===== config.mk =====
export PLATFORM = sky130hd
export DESIGN_NAME = arith_unit
export DESIGN_NICKNAME = d
export VERILOG_FILES = /design/src/rtl/arith_unit_pkg.sv /design/src/rtl/arith_unit_mul.sv /design/src/rtl/arith_unit.sv
export SDC_FILE = /design/constraint.sdc
export NUM_CORES = 1
export LEC_CHECK = 0
export CAP_MARGIN = 20
export CORE_AREA = 2 2 39 41
export CTS_BUF_LIST = sky130_fd_sc_hd__clkbuf_8
export DETAILED_ROUTE_END_ITERATION = 12
export DIE_AREA = 0 0 41 43
export GPL_TIMING_DRIVEN = 0
export PLACE_DENSITY = 0.48
export SYNTH_ARGS = -nofsm -noshare
export SYNTH_HDL_FRONTEND = slang
export SYNTH_SLANG_ARGS = --single-unit
export TNS_END_PERCENT = 100

===== constraint.sdc =====
create_clock -name clk -period 1.1 [get_ports clk]
set_input_delay 0.22 -clock clk [delete_from_list [all_inputs] [get_ports clk]]
set_output_delay 0.22 -clock clk [all_outputs]
set_load 0.01 [all_outputs]

===== src/rtl/arith_unit_pkg.sv =====
// Shared types and constants for the registered add/multiply unit.
// Operation encoding for sel, default operand/result widths.
package arith_unit_pkg;

  // Default operand width and the matching full-precision result width.
  localparam int OPW_DEF  = 2;
  localparam int RESW_DEF = 2 * OPW_DEF;

  // Operation select as seen on the sel input.
  typedef enum logic {
    OP_ADD = 1'b0,
    OP_MUL = 1'b1
  } op_t;

endpackage


===== src/rtl/arith_unit_mul.sv =====
// Combinational unsigned WIDTH x WIDTH -> 2*WIDTH multiplier.
// Shift-and-add array: one partial product per bit of b, gated by that bit,
// accumulated through a chain of 2*WIDTH-bit adders.
module arith_unit_mul
  import arith_unit_pkg::*;
#(
  parameter int WIDTH = OPW_DEF
) (
  input  logic [WIDTH-1:0]   a_i,
  input  logic [WIDTH-1:0]   b_i,
  output logic [2*WIDTH-1:0] p_o
);

  // a zero-extended once; each partial product is a shifted copy of it.
  logic [2*WIDTH-1:0]            a_ext;
  logic [WIDTH-1:0][2*WIDTH-1:0] pp;
  logic [WIDTH:0][2*WIDTH-1:0]   acc;

  assign a_ext  = {{WIDTH{1'b0}}, a_i};
  assign acc[0] = '0;

  // The full product fits in 2*WIDTH bits, so no accumulator stage can carry out.
  for (genvar i = 0; i < WIDTH; i++) begin : g_pp
    assign pp[i]    = b_i[i] ? (a_ext << i) : '0;
    assign acc[i+1] = acc[i] + pp[i];
  end

  assign p_o = acc[WIDTH];

endmodule


===== src/rtl/arith_unit.sv =====
// Registered unsigned add/multiply unit: y = A+B (sel=0) or A*B (sel=1).
// Latency 1 cycle, one operation per cycle, no handshake.
// Optional macro ARITH_UNIT_IN_REG_EN adds an input register stage
// (latency 2); those registers reset to 0 like the output register.
module arith_unit
  import arith_unit_pkg::*;
#(
  parameter int WIDTH = OPW_DEF
) (
  input  logic               clk,
  input  logic               rst_n,
  input  logic [WIDTH-1:0]   A,
  input  logic [WIDTH-1:0]   B,
  input  logic               sel,
  output logic [2*WIDTH-1:0] y
);

  // Operands as seen by the arithmetic (direct inputs or the input stage).
  logic [WIDTH-1:0] a_s;
  logic [WIDTH-1:0] b_s;
  logic             sel_s;

`ifdef ARITH_UNIT_IN_REG_EN
  logic [WIDTH-1:0] a_q, b_q;
  logic             sel_q;

  // Input stage: capture operands and op select every cycle.
  always_ff @(posedge clk or negedge rst_n) begin
    if (!rst_n) begin
      a_q   <= '0;
      b_q   <= '0;
      sel_q <= 1'b0;
    end else begin
      a_q   <= A;
      b_q   <= B;
      sel_q <= sel;
    end
  end

  assign a_s   = a_q;
  assign b_s   = b_q;
  assign sel_s = sel_q;
`else
  assign a_s   = A;
  assign b_s   = B;
  assign sel_s = sel;
`endif

  op_t              op_s;
  logic [2*WIDTH-1:0] sum_s;
  logic [2*WIDTH-1:0] prod_s;
  logic [2*WIDTH-1:0] y_d, y_q;

  assign op_s = op_t'(sel_s);

  // Zero-extend before the add; at 2*WIDTH bits the sum cannot overflow.
  assign sum_s = {{WIDTH{1'b0}}, a_s} + {{WIDTH{1'b0}}, b_s};

  arith_unit_mul #(.WIDTH(WIDTH)) u_mul (
    .a_i (a_s),
    .b_i (b_s),
    .p_o (prod_s)
  );

  // Result select between sum and product.
  always_comb begin
    y_d = sum_s;
    if (op_s == OP_MUL) y_d = prod_s;
  end

  // Output register; reset clears y immediately and drops any in-flight op.
  always_ff @(posedge clk or negedge rst_n) begin
    if (!rst_n) y_q <= '0;
    else        y_q <= y_d;
  end

  assign y = y_q;

endmodule


---- Word level (Yosys, flattened, before mapping) ----
Index checks and enable logic that the tools add are counted.
word-level totals
  register bits after elaboration ......... 4
  bits of input ports ..................... 7
  output and inout bits ................... 4
  logic and storage cells ................. 6
cells by class
  $add $sub $neg .......................... 2
  multiplexer cells ....................... 3
operators by type and width
  kind           number
  $add A2 B3 Y4  1
  $mux W4        1
  $add A2 B2 Y3  1
  $mux W3        1
  $mux W2        1

---- Longest topological paths before layout ----
  depth in word-level cells ............... 3
  gate-level depth with buffers ........... 4
  gate-level depth less buffers ........... 4

---- Cells and area by module ----
A second synthesis with hierarchy kept.
second synthesis, totals
  cells, all modules ...................... 16
  area total of the unflattened synthesis .. 224.0 um^2
modules (own cells, without submodules)
  module          instances  cells an instance  area each (um^2)  seq. area each (um^2)
  arith_unit      1          10                 173.9             100.1
  arith_unit_mul  1          6                  50.0              0.0

---- Worst setup path before layout ----
OpenSTA, ideal clock, no wires.
  path kind ............................... input to register
  start ................................... input port A[0]
  end ..................................... register y_q[1] (netlist: y[1])
  setup time .............................. 0.125 ns
  arrival ................................. 1.082 ns
  required time ........................... 0.975 ns
  setup slack ............................. -0.107 ns
  cell stages on the path ................. 3
  path buffers ............................ 0
  cells stage by stage .................... ha_1 -> fa_1 -> mux2_2
on the way
  cells in the longest elaborated chain, start to end .. 3
  elaborated cells between the ends (all ways) .. 5
  those cells by class .................... 2 x add/sub; 3 x mux
RTL lines
  item                                line                  source
  start: declaration                  arith_unit.sv:12      input logic [WIDTH-1:0] A,
  $mux W2 or $mux W3 (tied branches)  arith_unit_mul.sv:24  assign pp[i] = b_i[i] ? (a_ext << i) : '0;
  $add A2 B3 Y4                       arith_unit_mul.sv:25  assign acc[i+1] = acc[i] + pp[i];
  $mux W4 (*)                         arith_unit.sv:68      if (op_s == OP_MUL) y_d = prod_s;
  net y_d[1]                          arith_unit.sv:52      logic [2*WIDTH-1:0] y_d, y_q;
  end signal: assignment              arith_unit.sv:74      else y_q <= y_d;
  end: declaration                    arith_unit.sv:52
The timed path passes the listed nets; every way through them passes the cells marked *.

---- Worst setup path after layout ----
Ends and elaborated chain as after synthesis.

==> metrics.txt <==
status finished clean; Synth cell types 6; DP Wirelength 339 um; period utilisation layout between 90% and 100%; nets@finish 42; final setup fails 0; vias in the first global route 172; std cell rows 14; Max-cap violations 0; Die Area 1760 um^2; Pwr Total 0.570 mW; Worst slew margin 86.6%; vias per std cell 3.68; CP Launch Type input pin; Avg WL per Cell 10.0 um; Final Non-Filler Cells 44; initial antenna violation count 0; Critical Path Sink Type flop; Routed WL 442 um; post-route cell area 418 um^2; #FFs+latches synth 4; Setup WS pre-CTS -0.622 ns; CP Max Fanout 2; max-slew violations 0; RSZ-0062 raised after global routing no; Reg area 100 um^2; clk sinks 4; gr usage total under 10%; Initial Utilization 16.2%; Overflow after GRT 0; commonest non-fill, non-tap cells in the layout 4 x dlygate4sd2_1, 4 x dfrtp_1, 3 x ha_4, 3 x clkbuf_8; post-synthesis sequential area ratio between 40% and 50%; die width 41 um; top post-synthesis cells by area dfrtp_1 45%, ha_1 22%, mux2_2 15%, fa_1 8.9%, and2_1 5.6%; GP Congestion slightly below 0.6; TritonCTS Buffers 3; ANT nets after route 0; Final WS setup 0.0218 ns; Post-CTS Setup Bufs 0; LEAKAGE between 0.15 and 0.2 nW; Max IR drop VDD 0.330 mV; Clock Pin Slew Worst Setup and Hold Paths ~0.030 ns; WP data required 1.19 ns; vias 162; drt pass-1 iters 1; fill count about 140; syn avg cell area 14.9 um^2; Die Height 43 um; top cell type's share of synthesized area around 45%; Placed Instances 41; initial DRC count 0; crit path kind in -> reg; max FFs per register 4; root buffer selected by CTS clkbuf_8; HP Class in -> async; Synth-to-Final Area Change 86.6%; Period minus WS final 1.08 ns; Ys Warns 0; first-pass GRT wire length 676 um; cell area after placement 383 um^2; arrival time worst endpoint 1.17 ns; core area about 1400 um^2; htree depth 1; syn nets 27; IO Port Bufs 10; area of the mapped netlist 224 um^2; Power Dens Cells 1360 nW/um^2; Slew @ Worst Pin 0.201 ns; layout cells sized above 1 60.7%; Syn Inst Count 15; I/O pin count 11; antenna cell count 0; multi-input combinational cell area 176 um^2; largest net degree at the start of global routing 5; leading area contributor after synthesis dfrtp_1; Final Hold Viols 0; max frequency around 930 MHz; CTS tree done; DRC 0; Max Root-Sink Buffers 2
-- final cells by class --
cell class | instances | share of cell area [%]
Multi-Input combinational cell | 11 | 42.2
Sequential cell | 4 | 24.0
Timing Repair Buffer | 10 | 19.2
Clock buffer | 3 | 9.88
Tap cell | 16 | 4.79
-- metrics by stage --
stage	setup TNS (ns)	utilization (%)	hold WS (ns)
floorplan	-0.0745	-	-0.0756
global placement	-1.82	27.7	0.428
detailed placement	-1.87	27.7	0.429
CTS	-0.00186	29.6	0.204
global route	0	30.2	0.216
finish	0	30.2	0.203
-- worst max-delay path: stages --
cell and delay (ns):
buf_4 0.13, ha_4 0.15, fa_2 0.40, mux2_4 0.27
-- path summary, 6_finish.rpt --
kind / startpoint / slack [ns] / endpoint / cells past startpoint
worst max-delay path: A[0] / 0.02 / y[1]$_DFF_PN0_ / 4
worst min-delay path: rst_n / 0.20 / y[1]$_DFF_PN0_ / 1
max in group asynchronous: rst_n / 0.74 / y[2]$_DFF_PN0_ / 1
min in group clk: B[0] / 0.39 / y[0]$_DFF_PN0_ / 3
-- per-layer routing --
layer	GRT usage (%)	up-vias	routed length, um	part of all wire, %
met4	8.00	0	0	0
met2	9.06	11	209	47
met3	3.14	0	72	16
li1	-	77	-	-
met5	0	-	0	0
met1	5.84	74	161	36
-- cells in the mapped netlist, drive strengths merged --
cell type	count
fa	1
mux2	3
ha	4
and2	3
dfrtp	4
-- kinds of logic (layout without fill, tap and decap cells) --
kind of cell             Yosys count  after routing  share of synthesized area [%]
adder cells (fa/ha/maj)            5              5                           31.3
buffers and inverters              0             13                              0
flip-flops                         4              4                           44.7
multiplexers                       3              3                           15.1
AND/OR/NAND/NOR                    3              3                           8.94
-- what timing repair did --
| action | CTS | global route |
|---|---|---|
| setup endpoints to repair | 8 | 1 |
| hold buffers | 0 | 0 |
| endpoints found under the hold margin | 0 | 0 |
| gates resized for setup | 21 | 3 |
| pin swaps | 2 | 2 |
-- where the power goes --
group / total [mW] / switching, mW / internal [mW]
logic: 0.105 / 0.0425 / 0.0623
clock network: 0.302 / 0.0695 / 0.233
registers: 0.163 / 0.00218 / 0.161
total: 0.570 / 0.114 / 0.456
(Power assumes the default switching activity.)
